===== src/rtl/csa_pkg.sv =====
// csa_pkg: shared widths, operand/result types and majority helper for the carry-save datapath
package csa_pkg;
  localparam int CSA_W = 16;
  typedef logic [CSA_W-1:0] csa_op_t;
  typedef logic [CSA_W+1:0] csa_res_t;
  function automatic csa_res_t maj3(input csa_res_t a, input csa_res_t b, input csa_res_t c);
    return (a & b) | (a & c) | (b & c);
  endfunction
endpackage


===== src/rtl/csa_row.sv =====
// csa_row: combinational 3:2 compressor row (a,b,c -> sum s, unshifted carry cy)
module csa_row
  import csa_pkg::*;
(
  input  csa_res_t a,
  input  csa_res_t b,
  input  csa_res_t c,
  output csa_res_t s,
  output csa_res_t cy
);
  assign s  = a ^ b ^ c;
  assign cy = maj3(a, b, c);
endmodule


===== src/rtl/csa_sub_16.sv =====
// csa_sub_16: 2-stage elastic x-y-z subtractor (CSA of x,~y,~z + CPA); CSA_SUB_SAT_EN clamps negatives to 0
module csa_sub_16
  import csa_pkg::*;
(
  input  logic               clk,
  input  logic               rst_n,
  input  logic               in_valid,
  output logic               in_ready,
  input  logic [CSA_W-1:0]   x,
  input  logic [CSA_W-1:0]   y,
  input  logic [CSA_W-1:0]   z,
  output logic               out_valid,
  input  logic               out_ready,
  output logic [CSA_W+1:0]   diff,
  output logic               neg,
  output logic               sat
);
  csa_res_t s, cy, s1_s, s1_c, sum, diff_d;
  logic s1_valid, adv1, adv2, sat_d;
  csa_row u_row (
    .a  (csa_res_t'(x)),
    .b  (~csa_res_t'(y)),
    .c  (~csa_res_t'(z)),
    .s  (s),
    .cy (cy)
  );
  assign adv2     = !out_valid || out_ready;
  assign adv1     = !s1_valid || adv2;
  assign in_ready = rst_n && adv1;
  // the shifted carry brings the first +1 in bit0, the literal 1 is the second
  assign sum = s1_s + s1_c + csa_res_t'(1);
`ifdef CSA_SUB_SAT_EN
  assign sat_d = sum[CSA_W+1];
`else
  assign sat_d = 1'b0;
`endif
  assign diff_d = sat_d ? '0 : sum;
  always_ff @(posedge clk) begin
    if (!rst_n) begin
      s1_valid  <= 1'b0;
      s1_s      <= '0;
      s1_c      <= '0;
      out_valid <= 1'b0;
      diff      <= '0;
      neg       <= 1'b0;
      sat       <= 1'b0;
    end else begin
      if (adv1) begin
        s1_valid <= in_valid;
        if (in_valid) begin
          s1_s <= s;
          s1_c <= (cy << 1) | csa_res_t'(1);
        end
      end
      if (adv2) begin
        out_valid <= s1_valid;
        if (s1_valid) begin
          diff <= diff_d;
          neg  <= sum[CSA_W+1];
          sat  <= sat_d;
        end
      end
    end
  end
endmodule


===== config.mk =====
export PLATFORM = sky130hd
export DESIGN_NAME = csa_sub_16
export DESIGN_NICKNAME = d
export VERILOG_FILES = /design/src/rtl/csa_pkg.sv /design/src/rtl/csa_row.sv /design/src/rtl/csa_sub_16.sv
export SDC_FILE = /design/constraint.sdc
export NUM_CORES = 1
export LEC_CHECK = 0
export ABC_AREA = 0
export CAP_MARGIN = 20
export CORE_MARGIN = 4
export CORE_UTILIZATION = 25
export DETAILED_ROUTE_END_ITERATION = 7
export PLACE_DENSITY = 0.52
export SLEW_MARGIN = 20
export SYNTH_ARGS = -nofsm -noshare
export SYNTH_HDL_FRONTEND = slang
export SYNTH_HIERARCHICAL = 1
export SYNTH_SLANG_ARGS = --single-unit

===== constraint.sdc =====
create_clock -name clk -period 4.9 [get_ports clk]
set_clock_uncertainty 0.1 [all_clocks]
set_input_delay 0.98 -clock clk [delete_from_list [all_inputs] [get_ports clk]]
set_output_delay 0.98 -clock clk [all_outputs]
set_load 0.02 [all_outputs]

**Yosys cells after proc, flatten, opt, wreduce, memory -nomap -nowiden**

Cells that the tools add are included.

- Add/sub/neg operators: 2
- Multipliers: 0
- Div/mod/pow operators: 0
- Magnitude comparators: 0
- Eq/ne operators: 0
- Shift operators: 0
- Muxes and demuxes: 0
- Bitwise operators: 9
- Reductions and logical operators: 7

Operators with widths:

| operator | count |
|---|---|
| $not 16->18 | 2 |
| $and 16x17->17 | 2 |
| $or 17x17->17 | 2 |
| $add 18x1->18 const B | 1 |
| $add 18x18->18 | 1 |
| $xor 16x18->18 | 1 |
| $xor 18x18->18 | 1 |
| $and 17x17->17 | 1 |
| $reduce_and 2->1 | 2 |
| $logic_not 1->1 | 2 |
| $logic_or 1x1->1 | 2 |
| $logic_and 1x1->1 | 1 |

- Register bits after elaboration: 57
- Latch bits: 0
- Memory bits (writable): 0
- Bits in read-only memories: 0
- Logic and storage cells: 24
- Memories: 0

**Logic depth before layout (Yosys ltp)**

Gate-level depths: netlist (run 1).

- Depth in word-level cells: 4
- Mapped depth: 9

**Hierarchy**

The synthesis (run 1) kept the hierarchy.

Modules (own cells, without submodules):

| module | instances | cells each | area an instance (sq um) | sequential area each (sq um) |
|---|---|---|---|---|
| csa_sub_16 | 1 | 406 | 3019.1 | 1121.1 |
| csa_row | 1 | 18 | 360.3 | 0.0 |

**Worst setup path before layout (run 1)**

OpenSTA, ideal clock, no wires.

- Kind: in2out
- From: input port rst_n
- To: output port in_ready
- Arrival: 1.594 ns
- Data required time: 3.820 ns
- Path slack: 2.226 ns
- Stages: 3
- Cells stage by stage: inv_1 clkbuf_1 a21oi_1

- Cells in the longest elaborated chain, start to end: 1

RTL lines:

| element | line | source |
|---|---|---|
| start, declared | csa_sub_16.sv:6 | `input logic rst_n,` |
| $logic_and 1x1->1 | csa_sub_16.sv:29 | `assign in_ready = rst_n && adv1;` |
| end, declared | csa_sub_16.sv:8 | `output logic in_ready,` |

Every way passes these cells.

**Worst setup path after layout (run 1)**

Same ends and word-level chain as after synthesis.

==> impl_metrics.tcl, run 1 <==
set metrics [dict create \
    cp_max_fo 17 \
    hold_viol_final 0 \
    finalSetupTns_ps 0 \
    worst_pin_slew_ps 766 \
    slew_headroom 0.489 \
    finalCritPeriodShare 0.764 \
    cts-buffers-inserted 5 \
    row_count 42 \
    drive_gt1_frac 0.0427 \
    crit-reg2reg-capture "diff[16]" \
    ff2ff_setup_slack_ps 2580 \
    nets 579 \
    cts_setup_buffers 0 \
    globalRouteMet3Util 0.0150 \
    fmax_ghz 0.267 \
    busiest_layer "met2" \
    fillers 1424 \
    dp_slack_ps 1170 \
    crit_chain "clkdlybuf4s50_1, inv_1, a21oi_1, clkdlybuf4s50_1" \
    grt_max_degree 50 \
    fin_cells 668 \
    synth_flop_cell "dfxtp_1" \
    drc 0 \
    finish.utilization 0.333 \
    rsz0062_at_grt "false" \
    cp-end-kind "output port" \
    die-area_um2 15400 \
    clk_path_buf_depth 2 \
    cts_max_level 2 \
    drt_iter0_markers 166 \
    ys_warn_count 6 \
    yosysUniqueCellTypes 46 \
    hold_depth 2 \
    initial_core_util 0.255 \
    drtPass1Iterations 4 \
    core_um2 13200 \
    ctsResizeCount 0 \
    numPortBuffers 72 \
    crit_family "buffers and inverters" \
    diodes 0 \
    status "finished, final reports clean" \
    vias 2927 \
    cts_tree "yes" \
    whs_endpoint "diff[3]" \
    final_max_slew_viol_count 0 \
    die_y_um 124 \
    grt_use_total 0.103 \
    postRouteAntennaNets 0 \
    syn_avg_cell_area_um2 7.97 \
    antenna_found_initial 0 \
    grt_pass1_wl_mm 13.6 \
    use_met2 0.155 \
    syn_area_um2 3380 \
    worst-endpoint-arrival_ps 2660 \
    synth_edf_count 0 \
    die_w_um 124 \
    syn2layout_area_growth_pct 30.7 \
    hpwl_mm 6.10 \
    powerDensity_nw_per_um2 256 \
    globalplace.congestion 0.856 \
    cpMostUsedCell "clkdlybuf4s50_1" \
    fin_crit_ps 3740 \
    start_kind "input port" \
    routedWlPerCell_um 11.8 \
    first_global_vias 2832 \
    root_buffer "clkbuf_16" \
    p_total_mw 1.13 \
    hold_buffers 0 \
    fin_ws_ps 1160 \
    drv_cap 0 \
    whs_ps 355 \
    placed_area_um2 4270 \
    wl_mm 7.89 \
    grt_overflow 0 \
    synth-async-reset-ratio 0 \
    min_from "diff[3]" \
    p_leak_nw 1.80 \
    slowest_stage "clkdlybuf4s50_1" \
    crit-reg2reg-launch "s1_s[0]" \
    ys_ff_latch 56 \
    num_io_pins 74 \
    crit_path_max_incr_delay_ps 800 \
    holdCritPathClass "flop to flop" \
    viasPerCell 4.38 \
    grtUsageMet1 0.153 \
    setup_viol 0 \
    dp.cells 660 \
    cp.required_ps 3820 \
    max-vdd-ir-drop_mv 0.138 \
    criticalPathCategory "input port to output port" \
    fin_area_um2 4420 \
    path_buf_inv 3 \
    clk_pin_slew_ps 70 \
    clk_latency_ps 290 \
    reg2regPathDepth 9 \
    netlist_instances 424 \
    yosysSeqAreaShare 0.332 \
    cts_sinks 56 \
]
worst min-delay path, stage by stage (launching register included):
cell and delay (ps):
dfxtp_1 310, nand2_1 50, a21oi_1 50
flip-flops by register name (all words and copies together), names as in the netlist:
name / flops
s1_c: 18
diff: 18
s1_s: 18
s1_valid: 1
out_valid: 1
per-layer routing:
layer  vias to the layer above  wire length, um
li1                       1537                -
met1                      1330             4110
met2                        54             3430
met3                         6              247
met4                         0              103
met5                         -                0
kinds of logic (layout without fill, tap and decap cells):
group,count (synthesis),count (layout),synth area share
AND/OR/NAND/NOR,152,152,0.193
multiplexers,2,2,0.00740
AO/OA/AOI/OAI,111,111,0.204
flip-flops,56,56,0.332
other,2,7,0.00222
adder cells (fa/ha/maj),36,36,0.175
XOR/XNOR,6,6,0.0155
buffers and inverters,59,122,0.0700
synthesized netlist by cell type, types with 4 or more instances:
master | number | area [um2]
nand2_1 | 96 | 360
a21oi_1 | 65 | 325
dfxtp_1 | 56 | 1120
inv_1 | 39 | 146
nor2_1 | 20 | 75.1
fa_1 | 19 | 380
ha_1 | 17 | 213
clkbuf_1 | 11 | 41.3
nand3_1 | 10 | 50.1
nand2b_1 | 8 | 50.1
o21ai_0 | 7 | 35.0
buf_2 | 6 | 30.0
xnor2_1 | 6 | 52.6
a21o_1 | 5 | 37.5
o211ai_1 | 5 | 37.5
o21ai_1 | 4 | 20.0
area by class of cell:
type,instances,area (um2),area share
well taps,176,220,0.0499
clock buffers,7,133,0.0300
inverters,39,146,0.0332
clock inverters,1,8.76,0.00198
flip-flops and latches,56,1120,0.254
multi-input cells,314,2040,0.463
repair buffers,75,743,0.168
worst max-delay path by stage:
stage	startpoint	to	cells past startpoint	slack (ps)
2_1_floorplan	rst_n	in_ready	3	2230
3_3_place_gp	rst_n	in_ready	4	1210
3_5_place_dp	rst_n	in_ready	4	1170
4_1_cts	rst_n	in_ready	4	1160
5_1_grt	rst_n	in_ready	4	1050
6_report	rst_n	in_ready	4	1160
cells in the final DEF (no fill, tap or decap), types with 2 or more instances in the layout:
cell / n
a211oi_1: 3
a21o_1: 5
a21oi_1: 65
a21oi_2: 3
and2_1: 3
and3_1: 3
buf_4: 3
clkbuf_1: 2
clkbuf_16: 5
clkdlybuf4s50_1: 72
conb_1: 7
dfxtp_1: 56
fa_1: 19
ha_1: 17
inv_1: 39
nand2_1: 95
nand2b_1: 8
nand3_1: 10
nand4b_1: 2
nor2_1: 20
nor2b_1: 2
nor3_1: 2
o211ai_1: 5
o21a_1: 3
o21ai_0: 7
o21ai_1: 4
o21ai_2: 2
o22ai_1: 2
o311ai_1: 3
o41ai_2: 2
xnor2_1: 6
report_power, final:
part | total (mW) | internal [mW] | switching, mW
clock network | 0.354 | 0.191 | 0.163
logic | 0.273 | 0.127 | 0.146
registers | 0.505 | 0.487 | 0.0178
No activity file was read; power rests on OpenSTA's default activity.
==> run 2, diff against run 1 <==
PLACE_DENSITY = 0.54   (was 0.52)
clock period = 3.3 ns   (was 4.9 ns; I/O delays follow)
==> impl_metrics.tcl, run 2 (same netlist as run 1, synthesis figures left out) <==
set metrics [dict create \
    grt_overflow 0 \
    hold_viol_final 0 \
    antenna_found_initial 0 \
    cp-end-kind "output port" \
    hpwl_mm 6.17 \
    rsz0062_at_grt "false" \
    worst_pin_slew_ps 729 \
    layout_commonest_cell "nand2_1" \
    globalplace.congestion 0.857 \
    start_kind "input port" \
    postRouteAntennaNets 0 \
    grt_pass1_wl_mm 13.2 \
    nets 582 \
    status "finished, final reports clean" \
    vias 2916 \
    fillers 1404 \
    numPortBuffers 72 \
    final_max_slew_viol_count 0 \
    slew_headroom 0.513 \
    first_global_vias 2810 \
    drtPass1Iterations 4 \
    clk_path_buf_depth 2 \
    cts-buffers-inserted 5 \
    worst-endpoint-arrival_ps 2040 \
    fmax_ghz 0.358 \
    routedWlPerCell_um 11.6 \
    clk_pin_slew_ps 70 \
    row_count 42 \
    cts_setup_buffers 0 \
    core_um2 13200 \
    criticalPathCategory "input port to output port" \
    setup_viol 0 \
    cp.required_ps 2540 \
    p_leak_nw 1.84 \
    syn2layout_area_growth_pct 32.5 \
    ctsResizeCount 0 \
    multi_input_area_um2 2040 \
    fin_cells 671 \
    cts_tree "yes" \
    finalSetupTns_ps 0 \
    cts_max_level 2 \
    seq_area_um2 1120 \
    holdCritPathClass "flop to flop" \
    viasPerCell 4.35 \
    num_io_pins 74 \
    root_buffer "clkbuf_16" \
    finalCritPeriodShare 0.848 \
    initial_core_util 0.255 \
    drv_cap 0 \
    dp.cells 663 \
    drive_gt1_frac 0.0505 \
    whs_ps 350 \
    diodes 0 \
    cp_max_fo 6 \
    clk_latency_ps 290 \
    die_y_um 124 \
    drc 0 \
    fin_crit_ps 2800 \
    hold_buffers 0 \
    cts_sinks 56 \
    max-vdd-ir-drop_mv 0.163 \
    powerDensity_nw_per_um2 401 \
    drt_iter0_markers 157 \
    die_w_um 124 \
    wl_mm 7.76 \
    grt_max_degree 50 \
    die-area_um2 15400 \
    top_regs "diff (18), s1_c (18), s1_s (18)" \
    grt_use_total 0.100 \
    layout_common_cells "nand2_1 (96), clkdlybuf4s50_1 (72), a21oi_1 (65)" \
]
## run 2: layout make-up
| type | instances | area share |
|---|---|---|
| Multi-Input combinational cell | 314 | 0.456 |
| Sequential cell | 56 | 0.250 |
| Timing Repair Buffer | 78 | 0.171 |
| Tap cell | 176 | 0.0492 |
| Clock buffer | 7 | 0.0341 |
| Inverter | 39 | 0.0327 |
| Clock inverter | 1 | 0.00671 |
## run 2: layer usage
metal / track usage / share of wire / up-vias
li1: - / - / 1539
met1: 0.146 / 0.52 / 1304
met2: 0.149 / 0.42 / 66
met3: 0.0202 / 0.042 / 7
met4: 0.0309 / 0.013 / 0
met5: 0 / 0 / -
## run 2: report_power, final
part / total [mW] / switching, mW / internal, mW
Combinational: 0.407 / 0.216 / 0.191
Sequential: 0.751 / 0.0275 / 0.724
Clock: 0.637 / 0.237 / 0.400
## run 2: worst max-delay path: stages
cell             delay [ps]
clkdlybuf4s50_1         400
nor2b_1                 310
a21oi_1                 120
clkdlybuf4s50_1         550
## run 2: stage by stage
stage          setup slack [ps]  utilization  instance area, um2  total power [mW]
2_1_floorplan              1230            -                3400              1.01
3_3_place_gp                548        0.324                4290              1.17
3_5_place_dp                524        0.324                4290              1.18
4_1_cts                     507        0.338                4480              1.82
5_1_grt                     436        0.338                4480              1.90
6_report                    503        0.338                4480              1.80
## run 2: final timing paths
path | startpoint | to | slack [ps] | depth (start not counted)
worst max register to register | s1_s[0] | diff[16] | 990 | 9
worst max-delay path | out_ready | in_ready | 500 | 4
worst min-delay path | diff[3] | diff[3] | 350 | 2
worst min register to register | diff[3] | diff[3] | 350 | 2
==> run 3, diff against run 2 <==
PLACE_DENSITY = 0.52   (was 0.54)
clock period = 2.93 ns   (was 3.3 ns; I/O delays follow)
==> impl_metrics.tcl, run 3 (same netlist as run 1, synthesis figures left out) <==
set metrics [dict create \
    row_count 42 \
    core_um2 13200 \
    hpwl_mm 6.44 \
    clk_pin_slew_ps 70 \
    top_layer "met4" \
    hold_viol_final 0 \
    slowest_stage "clkdlybuf4s50_1" \
    powerDensity_nw_per_um2 430 \
    worst-endpoint-arrival_ps 1960 \
    first_global_vias 2990 \
    fin_crit_ps 2650 \
    crit_family "buffers and inverters" \
    clkPwrFrac 0.317 \
    grt_max_degree 50 \
    hold_buffers 0 \
    ctsResizeCount 0 \
    nets 583 \
    seq_power_share 0.441 \
    wl_mm 8.15 \
    p_total_mw 1.92 \
    fmax_ghz 0.377 \
    p_comb_frac 0.242 \
    num_io_pins 74 \
    cts-buffers-inserted 5 \
    setup_viol 0 \
    slew_headroom 0.631 \
    grt_overflow 0 \
    grt_pass1_wl_mm 14.2 \
    rsz0062_at_grt "false" \
    cts_tree "yes" \
    fin_cells 672 \
    finalCritPeriodShare 0.904 \
    globalplace.congestion 0.846 \
    cp.required_ps 2240 \
    met3_length_um 324 \
    layout_commonest_cell "nand2_1" \
    die-area_um2 15400 \
    finish.utilization 0.336 \
    dp.cells 664 \
    viasPerCell 4.46 \
    start_kind "input port" \
    status "finished, final reports clean" \
    die_y_um 124 \
    numPortBuffers 72 \
    diodes 0 \
    worst_pin_slew_ps 554 \
    initial_core_util 0.255 \
    ff2ff_setup_slack_ps 600 \
    grt_use_total 0.108 \
    root_buffer "clkbuf_16" \
    cp-end-kind "output port" \
    crit_chain "clkdlybuf4s50_1, nor2b_1, a21oi_1, clkdlybuf4s50_1" \
    die_w_um 124 \
    drtPass1Iterations 4 \
    cts_sinks 56 \
    holdCritPathClass "flop to flop" \
    vias 2995 \
    p_int_mw 1.37 \
    switchingPower_uw 543 \
    crit_path_max_incr_delay_ps 550 \
    finalSetupTns_ps 0 \
    layout_common_cells "nand2_1 (96), clkdlybuf4s50_1 (72), a21oi_1 (65)" \
    p_leak_nw 1.82 \
    wl_met1_mm 4.08 \
    final_max_slew_viol_count 0 \
    postRouteAntennaNets 0 \
    antenna_found_initial 0 \
    drt_iter0_markers 144 \
    clk_latency_ps 290 \
    top_regs "diff (18), s1_c (18), s1_s (18)" \
    cts_max_level 2 \
    p_sw_frac 0.284 \
    syn2layout_area_growth_pct 31.7 \
    drive_gt1_frac 0.0504 \
    drc 0 \
    cts_setup_buffers 0 \
    wl_met2_mm 3.65 \
    routedWlPerCell_um 12.1 \
    max-vdd-ir-drop_mv 0.196 \
    path_buf_inv 2 \
    drv_cap 0 \
    cpMostUsedCell "clkdlybuf4s50_1" \
    cp_max_fo 6 \
    clk_path_buf_depth 2 \
    fillers 1419 \
    criticalPathCategory "input port to output port" \
]
[run 3: cell types whose count changed in the layout (fill, tap and decap cells not counted)]
cell and change:
clkbuf_1 +1, clkinvlp_4 +1, clkbuf_8 -1, buf_4 +1, bufinv_16 -1
[run 3: cell type report]
type	instances	area [um2]	share of cell area
inverters	39	146	0.0329
clock buffers	7	143	0.0320
repair buffers	79	773	0.174
clock inverters	1	7.51	0.00169
multi-input cells	314	2040	0.458
well taps	176	220	0.0495
flip-flops and latches	56	1120	0.252
[run 3: power by group through the flow]
| stage | logic (mW) | clock network, mW | registers, mW |
|---|---|---|---|
| final | 0.464 | 0.607 | 0.846 |
| after global routing | 0.526 | 0.659 | 0.853 |
| after CTS | 0.467 | 0.628 | 0.847 |
| after detailed placement | 0.464 | 0 | 0.864 |
| after global placement | 0.461 | 0 | 0.863 |
| after floorplan | 0.263 | 0 | 0.876 |
[run 3: final timing paths]
check	start	end	cells after the start
setup reg to reg	s1_s[0]	diff[16]	9
hold reg to reg	diff[4]	diff[4]	2
setup / recovery	out_ready	in_ready	4
hold / removal	diff[4]	diff[4]	2
[run 3: per-stage QoR]
step | instance area [um2] | hold slack, ps | setup slack (ps)
after floorplan | 3400 | 335 | 862
after global placement | 4300 | 344 | 312
after detailed placement | 4300 | 350 | 281
after CTS | 4450 | 360 | 264
after global routing | 4450 | 379 | 139
final | 4450 | 355 | 280
[run 3: tightest hold or removal path, stage by stage, from the launching register on]
cell     delay, ps
dfxtp_1        310
nand2_1         50
a21oi_1         50
[run 3: per-layer routing]
metal,up-vias,GRT usage
met2,70,0.173
met1,1381,0.152
li1,1538,-
met5,-,0
met3,6,0.0163
met4,0,0.0309
==> variant (flow settings as in run 2) <==
Set the package constant `CSA_W` to 20 (it was 16).
--- a/src/rtl/csa_pkg.sv
+++ b/src/rtl/csa_pkg.sv
@@ -1,5 +1,5 @@
 // csa_pkg: shared widths, operand/result types and majority helper for the carry-save datapath
 package csa_pkg;
-  localparam int CSA_W = 16;
+  localparam int CSA_W = 20;
   typedef logic [CSA_W-1:0] csa_op_t;
   typedef logic [CSA_W+1:0] csa_res_t;
Ports: changed (resized diff, x, y and z); port bits go from 74 to 90. The function was not compared with the original's and may differ.
==> variant against run 2 <==
  * Power is 35% higher
  * Hold slack better by 3.3 ps
  * Core utilization is 0.66 points higher
  * Synthesized cell count is 19% higher
  * Final area is 23% higher
  * Routed wire length is 30% higher
  * Setup slack worse by 39 ps
  * Area after synthesis is 20% higher
  * Sequential cell count is 12 higher
==> variant: results (changes against run 2) <==
GR Layer Usage met3 0.02600 (was 0.02015); Comb. pwr 0.491 mW (was 0.407 mW); worst-path fanout max 2 (was 6); Seq/Total Area, Yosys 0.3344 (was 0.3317); placed insts 795 (was 663); Area contributors post-synth dfxtp_1 33%, fa_1 11%, nand2_1 11%, a21oi_1 8.6%, ha_1 6.5% (was dfxtp_1 33%, fa_1 11%, nand2_1 11%, a21oi_1 9.6%, ha_1 6.3%); library cells used by synthesis 51 (was 46); met2 GRT Util 0.1853 (was 0.1495); Inserted Clock Buffers 9 (was 5); outcome finished, final reports clean (unchanged); DR vias 3551 (was 2916); IR drop worst, VDD 223.8 uV (was 162.8 uV); crit path DAT 2080 ps (was 2040 ps); met1 GRT Util 0.1474 (was 0.1460); Syn Area/Cell 8.046 um2 (was 7.970 um2); Nets 698 (was 582); first-pass GRT wire length 16880 um (was 13170 um); Met2 Wirelength 4732 um (was 3257 um); Synth Area in Compound Gates 0.2007 (was 0.2044); routed wire length 10100 um (was 7756 um); largest net degree at the start of global routing 63 (was 50); number of global-route vias before repair 3551 (was 2810); dpl ws 434.6 ps (was 523.9 ps); Slew headroom 0.5875 (was 0.5131); commonest cells in the netlist 116 x nand2_1, 70 x a21oi_1, 68 x dfxtp_1 (was 96 x nand2_1, 65 x a21oi_1, 56 x dfxtp_1); Sequential Power Share 0.377 (was 0.418); CP max stage delay 630 ps (was 550 ps); cell-internal power 1.771 mW (was 1.315 mW); sequential cell area 0.001361 mm2 (was 0.001121 mm2); Worst-Skew Late Latency 330 ps (was 290 ps); Power, Total 2.426 mW (was 1.796 mW); WL per Instance 12.46 um (was 11.56 um); DRT iter0 DRCs 168 (was 157); fillcell total 1667 (was 1404); IO Port Bufs 88 (was 72); routability cong. 0.8044 (was 0.8572); share of cells above drive strength 1 0.05378 (was 0.05051); area share of fa/ha/maj cells after synthesis 0.1776 (was 0.1755); P_leak 2.298 nW (was 1.840 nW)
-- variant: changes by cell type after synthesis, moves of 6 or more --
cell,before,now
clkbuf_1,11,21
nand2_1,96,116
buf_2,6,0
o21ai_0,7,13
dfxtp_1,56,68
inv_1,39,46
-- variant: path summary, 6_finish.rpt --
check                        startpoint               endpoint  slack, ps  cells past startpoint
setup / recovery                  rst_n               in_ready        460                      4
hold / removal    diff[12]$_SDFFE_PN0P_  diff[12]$_SDFFE_PN0P_        350                      2
setup reg to reg   s1_s[0]$_SDFFE_PN0P_  diff[18]$_SDFFE_PN0P_        730                     10
hold reg to reg   diff[12]$_SDFFE_PN0P_  diff[12]$_SDFFE_PN0P_        350                      2
-- variant: cell type report --
cell class              instances  share of cell area
flip-flops and latches         68              0.2477
inverters                      47             0.03210
clock inverters                 6             0.01617
well taps                     216             0.04918
clock buffers                  10             0.04167
repair buffers                 94              0.1685
multi-input cells             370              0.4447
